File: config.mk
export PLATFORM = sky130hd
export DESIGN_NAME = dmem_arbiter
export DESIGN_NICKNAME = d
export VERILOG_FILES = /design/src/rtl/dmem_arbiter.sv
export SDC_FILE = /design/constraint.sdc
export NUM_CORES = 1
export LEC_CHECK = 0
export ABC_AREA = 1
export BUFFER_PORTS_ARGS = -buffer_cell sky130_fd_sc_hd__clkbuf_2
export CAP_MARGIN = 20
export CORE_AREA = 4 4 113 115
export CTS_CLUSTER_DIAMETER = 40
export DETAILED_ROUTE_END_ITERATION = 12
export DIE_AREA = 0 0 117 119
export SETUP_SLACK_MARGIN = 0.1
export SKIP_LAST_GASP = 1
export SLEW_MARGIN = 20
export SYNTH_ARGS = -nofsm -noshare
export SYNTH_HDL_FRONTEND = slang
export SYNTH_SLANG_ARGS = --single-unit
File: constraint.sdc
create_clock -name clk -period 2.15 [get_ports clk]
set_input_delay 0.3225 -clock clk [delete_from_list [all_inputs] [get_ports clk]]
set_output_delay 0.3225 -clock clk [all_outputs]
set_load 0.1 [all_outputs]
File: src/rtl/dmem_arbiter.sv
// Two-port arbiter in front of a single-port data memory: round-robin between
// the pipeline port (A) and the loader/debug port (B), with bounded B bursts.
module dmem_arbiter #(
  parameter int MAX_BURST = 4
) (
  input  logic        clk,
  input  logic        reset,
  input  logic        a_req,
  input  logic        a_we,
  input  logic [31:0] a_addr,
  input  logic [31:0] a_wdata,
  output logic        a_gnt,
  output logic        a_rvalid,
  output logic [31:0] a_rdata,
  input  logic        b_req,
  input  logic        b_we,
  input  logic        b_lock,
  input  logic [31:0] b_addr,
  input  logic [31:0] b_wdata,
  output logic        b_gnt,
  output logic        b_rvalid,
  output logic [31:0] b_rdata,
  output logic        mem_write_enable,
  output logic        mem_read_enable,
  output logic [31:0] mem_address,
  output logic [31:0] mem_write_data,
  input  logic [31:0] mem_read_data
);

  localparam int CW = ($clog2(MAX_BURST + 1) > 3) ? $clog2(MAX_BURST + 1) : 3;

  typedef enum logic [1:0] {ARB = 2'b00, BURST_B = 2'b01} state_t;
  typedef enum logic {OWN_A = 1'b0, OWN_B = 1'b1} owner_t;

  state_t          state, state_nxt;
  owner_t          last_owner, rd_owner;
  logic [CW-1:0]   burst_cnt, burst_cnt_nxt;
  logic            rd_pending;
  logic            gnt_a, gnt_b;

  always_comb begin
    gnt_a         = 1'b0;
    gnt_b         = 1'b0;
    state_nxt     = state;
    burst_cnt_nxt = burst_cnt;
    if (!reset) begin
      if (state == BURST_B && b_req && b_lock) begin
        // The burst cap only matters when A is actually waiting.
        if (a_req && burst_cnt >= CW'(MAX_BURST)) begin
          gnt_a         = 1'b1;
          state_nxt     = ARB;
          burst_cnt_nxt = '0;
        end else begin
          gnt_b = 1'b1;
          if (burst_cnt < CW'(MAX_BURST))
            burst_cnt_nxt = burst_cnt + 1'b1;
        end
      end else begin
        state_nxt     = ARB;
        burst_cnt_nxt = '0;
        if (a_req && b_req) begin
          gnt_a = (last_owner == OWN_B);
          gnt_b = (last_owner == OWN_A);
        end else begin
          gnt_a = a_req;
          gnt_b = b_req;
        end
        if (gnt_b && b_lock) begin
          state_nxt     = BURST_B;
          burst_cnt_nxt = CW'(1);
        end
      end
    end
  end

  assign a_gnt            = gnt_a;
  assign b_gnt            = gnt_b;
  assign mem_write_enable = (gnt_a & a_we) | (gnt_b & b_we);
  assign mem_read_enable  = (gnt_a & ~a_we) | (gnt_b & ~b_we);
  assign mem_address      = gnt_a ? a_addr  : (gnt_b ? b_addr  : '0);
  assign mem_write_data   = gnt_a ? a_wdata : (gnt_b ? b_wdata : '0);

  always_ff @(posedge clk) begin
    if (reset) begin
      state      <= ARB;
      last_owner <= OWN_B;
      burst_cnt  <= '0;
      rd_pending <= 1'b0;
      rd_owner   <= OWN_A;
    end else begin
      state      <= state_nxt;
      burst_cnt  <= burst_cnt_nxt;
      rd_pending <= mem_read_enable;
      if (gnt_a || gnt_b)
        last_owner <= gnt_a ? OWN_A : OWN_B;
      if (mem_read_enable)
        rd_owner <= gnt_a ? OWN_A : OWN_B;
    end
  end

  assign a_rvalid = ~reset & rd_pending & (rd_owner == OWN_A);
  assign b_rvalid = ~reset & rd_pending & (rd_owner == OWN_B);
  assign a_rdata  = mem_read_data;
  assign b_rdata  = mem_read_data;

endmodule

### After elaboration in Yosys (flattened, before gate mapping)

Index checks and enable logic that the tools add are counted.

* bits in registers: 8
* latch bits: 0
* RAM bits: 0
* memory bits (read-only): 0
* input port bits: 167
* output and inout bits: 134
* logic and storage cells: 53
* memories: 0

* add/sub/neg operators: 1
* $mul: 0
* divide/modulo/power cells: 0
* magnitude comparators: 2
* equal/unequal tests: 3
* shift operators: 0
* mux-type cells: 22
* bitwise gates (word level): 14
* reductions and logical operators: 6

Operators by type and width (number)
* two-way mux 32 bit: 4
* two-way mux 1 bit: 13
* two-way mux 3 bit: 3
* bitwise AND 1 bit: 7
* logical AND 1 bit: 5
* inverter 1 bit: 5
* two-way mux 2 bit: 2
* adder 3 x 1 -> 3 bit, second input constant: 1
* >= comparator 3 bit, second input constant: 1
* less-than comparator 3 bit, second input constant: 1
* inequality test 3 x 1 -> 1 bit, second input constant: 1
* equality test 2 x 1 -> 1 bit, second input constant: 1
* inequality test 2 x 1 -> 1 bit, second input constant: 1
* OR 1 bit: 2
* logical OR 1 bit: 1

### Longest topological paths before layout

* word-level depth: 9
* mapped depth: 10
* depth with buffers taken out: 8

### Worst setup path after synthesis

No wires, ideal clock.

* path type: input to output
* start point: in b_lock
* end point: out mem_read_enable
* data arrival time: 2827 ps
* required time: 1827 ps
* path slack: -1000 ps
* cell stages on the path: 6
* buffers on the path: 0
* path through: nand2_1 -> nor2_2 -> nand2_2 -> nand2_2 -> nand2_2 -> o21ai_0

* longest elaborated chain between the ends: 5
* elaborated cells between the ends (all ways): 8
* classes of those cells: mux (4); bitwise (3); reduce/logical (1)

Ends and longest elaborated chain
* start, declared: line 17 `input logic b_lock,`
* logical AND 1 bit *: line 47 `if (state == BURST_B && b_req && b_lock) begin`
* two-way mux 1 bit: line 47
* two-way mux 1 bit: line 46 `if (!reset) begin`
* bitwise AND 1 bit: line 79 `assign mem_read_enable = (gnt_a & ~a_we) | (gnt_b & ~b_we);`
* OR 1 bit *: line 79
* end, declared: line 24 `output logic mem_read_enable,`

Every way passes the cells marked *; elsewhere a longest branch is shown, timed or not.

### Worst setup path after layout

* start point: reg state[0]
* end point: out mem_write_data[22]

* longest elaborated chain between the ends: 7
* elaborated cells between the ends (all ways): 9
* classes of those cells: eq/ne (1); mux (6); reduce/logical (2)

Ends and longest elaborated chain
* start, declared: line 35 `state_t state, state_nxt;`
* start signal, assigned: line 91 `state <= state_nxt;`
* equality test 2 x 1 -> 1 bit *: line 47
* logical AND 1 bit * (2 in series): line 47
* two-way mux 1 bit: line 47
* two-way mux 1 bit: line 46
* two-way mux 32 bit: line 81 `assign mem_write_data = gnt_a ? a_wdata : (gnt_b ? b_wdata : '0);`
* two-way mux 32 bit *: line 81
* end, declared: line 26 `output logic [31:0] mem_write_data,`

Marks and branches as above.

==> flow_metrics.py <==
metrics = {
    "power": {
        "total_power_mw": 2.28,
        "p_switching_mw": 1.25,
        "p_leak_nw": 2.10,
        "power.density_nw_per_um2": 587,
        "power.share.clock_pct": 13.8,
        "comb_power_share_pct": 80.0,
        "ir_worst_vdd_mv": 0.362,
        "pwr-share-seq_pct": 6.2,
        "power.share.switching_pct": 54.7,
        "p_int_mw": 1.03,
    },
    "sta": {
        "fin_tns_setup_ns": 0,
        "setup_viol": 0,
        "slew_headroom_pct": 63.0,
        "period_share_pct": 92.4,
        "min_period_ns": 1.99,
        "slew_violations": 0,
        "finalHoldViolations": 0,
        "rsz0062_at_grt": "no",
        "skew_ns": 0.000508,
        "timing.fmax_mhz": 504,
        "tightest_slew_ns": 0.557,
    },
    "synthesis": {
        "synth_top_area_share_pct": 43.4,
        "yosys.area.top_type": "nand2_1",
        "synthAdderAreaFrac_pct": 0.731,
        "synth_simple_gate_area_share_pct": 50.3,
        "yosysWarnings": 0,
        "synth_seq_cells": 7,
        "yosysUniqueCellTypes": 20,
        "syn_inst": 323,
        "synth_area_per_cell_um2": 5.30,
        "synth_area_um2": 1710,
        "muxShareOfSynthArea_pct": 0,
        "synth.yosys.seq_area_share_pct": 8.19,
        "synth-xor-area-share_pct": 0,
        "synth_compound_gate_area_share_pct": 2.85,
        "synth_top_family_by_area": "simple AND/OR/NAND/NOR gates",
        "ys_top_cells_by_area": "nand2_1, buf_4, dfxtp_1",
        "synth_nets": 491,
    },
    "die": {
        "die_x_um": 117,
        "start_util_pct": 14.5,
        "core_area_um2": 11800,
        "placement_rows": 40,
        "pin_count": 301,
        "dieArea_um2": 13900,
        "chipHeight_um": 119,
    },
    "setup_path": {
        "path_class": "register to output port",
        "cp.required_ns": 1.83,
        "cpMaxStageDelayCell": "dfxtp_2",
        "cp-start-kind": "register",
        "critical_path.endpoint_type": "output port",
        "slowest_delay_ns": 0.35,
        "cp_common_cell": "nor2_4",
        "critical_path.cell_chain": "nand3_2 -> nor2_4 -> nor2_4 -> nand2_4 -> clkinv_8 -> clkbuf_16 -> nand2_1 -> nand2_2 -> buf_12",
        "cp_max_fo": 7,
        "critPathArrivalTime_ns": 1.66,
    },
    "layout": {
        "stdcell_count": 623,
        "area_growth_pct": 127,
        "layout-drive-gt1-share_pct": 56.3,
        "fillers": 1252,
        "design_area_um2": 3890,
        "nets": 645,
        "seqCellArea_um2": 143,
        "diodes": 0,
        "multiInputGateArea_um2": 1010,
    },
    "global_routing": {
        "grt_pass1_wl_mm": 10.7,
        "grt_max_degree": 36,
        "grt.total_usage_pct": 9.34,
        "grt_pass1_vias": 2202,
        "antenna_found_initial": 0,
        "gr-total-overflow": 0,
    },
    "route": {
        "remaining_drc_errors": 0,
        "vias": 2463,
        "routedWlPerCell_um": 15.2,
        "drt_wl_total_mm": 9.49,
        "dr.pass1.iters": 4,
        "detail_route.vias_per_cell": 3.95,
        "ant_nets": 0,
        "drt-initial-drc-count": 63,
    },
    "clock_network": {
        "h-tree-depth": 1,
        "cts.sinks": 7,
        "hold_buffers": 0,
        "cts_tree": "done",
        "clk_pin_slew_ns": 0.04,
        "root_buffer": "clkbuf_16",
        "insertion_delay_ns": 0.23,
        "cts.path.max_buffers": 2,
        "cts-buffers-inserted": 3,
    },
    "placed_design": {
        "dp_cells": 600,
        "portBuffers": 204,
        "gp_routability_congestion": 0.823,
        "place_hpwl_mm": 6.32,
        "place_area_um2": 3420,
    },
    "job": {
        "drv_cap": 0,
    },
    "min_path": {
        "hold_path.class": "primary input to register",
    },
    "outcome": {
        "status": "completed",
    },
}
timing repair:
item | in CTS | in global routing
buffers inserted | 0 | 5
pin swaps | 0 | 6
resized for setup | 1 | 30
setup endpoints to repair | 8 | 65
hold endpoints to repair | 0 | 0
cloned | 0 | 14
cell type report:
class / instances / share of cell area (%)
timing repair buffer: 226 / 61.8
multi-input combinational: 230 / 26.1
tap: 147 / 4.73
sequential: 7 / 3.67
clock buffer: 4 / 2.03
inverter: 8 / 1.42
timing repair inverter: 1 / 0.225
per-layer routing:
metal	up-vias	routed length, um	track usage (%)
met2	194	4320	15.7
met3	9	1380	6.20
li1	1220	-	-
met4	0	75	1.79
met1	1040	3710	9.68
met5	-	0	0
cell usage after synthesis, drive strengths merged:
| master | number |
|---|---|
| o21ai | 4 |
| buf | 78 |
| or2 | 1 |
| nor2 | 8 |
| clkinv | 1 |
| inv | 7 |
| ha | 1 |
| nand4 | 2 |
| nand3 | 5 |
| a21oi | 3 |
| nand2 | 203 |
| nor3 | 1 |
| a31oi | 1 |
| dfxtp | 7 |
| o31ai | 1 |
kinds of logic after synthesis:
group	Yosys count
fa+ha+maj	1
buf+inv	86
flops	7
compound gates	9
simple gates	220
registers in the layout, indices dropped and copies added, names as in the netlist:
signal      count
burst_cnt       3
last_owner      1
rd_owner        1
rd_pending      1
state           1
final timing paths:
kind                                         startpoint  slack [ns]                   endpoint  cells past startpoint
worst max-delay path              state[0]$_SDFFE_PP0P_        0.16         mem_write_data[22]                      9
worst min-delay path                               b_we        0.37      rd_pending$_SDFF_PP0_                      2
worst max register to register    state[0]$_SDFFE_PP0P_        0.91  burst_cnt[0]$_SDFFE_PP0P_                      7
worst min register to register  last_owner$_SDFFE_PP1P_        0.48    last_owner$_SDFFE_PP1P_                      2
cell usage in the layout (no fill, tap or decap), types with 2 or more instances in the layout:
| cell type | instances |
|---|---|
| a21oi_1 | 3 |
| nor2_4 | 3 |
| inv_2 | 2 |
| buf_6 | 5 |
| nand2_4 | 3 |
| nor2_1 | 5 |
| inv_1 | 4 |
| clkbuf_2 | 136 |
| clkbuf_16 | 11 |
| nand4_1 | 2 |
| dfxtp_1 | 5 |
| nand2_1 | 178 |
| o21ai_0 | 2 |
| nand2_2 | 22 |
| o21ai_2 | 2 |
| buf_12 | 71 |
| buf_4 | 6 |
| dfxtp_2 | 2 |
| nand3_1 | 4 |
| clkinv_8 | 2 |
per-stage QoR:
step | hold slack [ns] | setup WS [ns] | utilization [%]
after floorplan | 0.392 | 0.105 | -
after global placement | 0.473 | 0.244 | 28.9
after detailed placement | 0.459 | 0.225 | 28.9
after CTS | 0.373 | 0.0979 | 29.6
after global routing | 0.389 | 0.0833 | 32.9
final | 0.370 | 0.164 | 32.9
power by group through the flow:
stage	clock (mW)	combinational, mW	sequential [mW]
2_1_floorplan	0	1.59	0.142
3_3_place_gp	0	1.70	0.143
3_5_place_dp	0	1.71	0.143
4_1_cts	0.323	1.71	0.141
5_1_grt	0.333	1.90	0.143
6_report	0.315	1.83	0.142
worst max-delay path: cells and delay by family (launching register included):
family / cells / cell delay, ns
buffers and inverters: 3 / 0.44
flip-flops: 1 / 0.35
AND/OR/NAND/NOR: 6 / 0.62
Note: power is estimated with default switching activity, not from simulation.
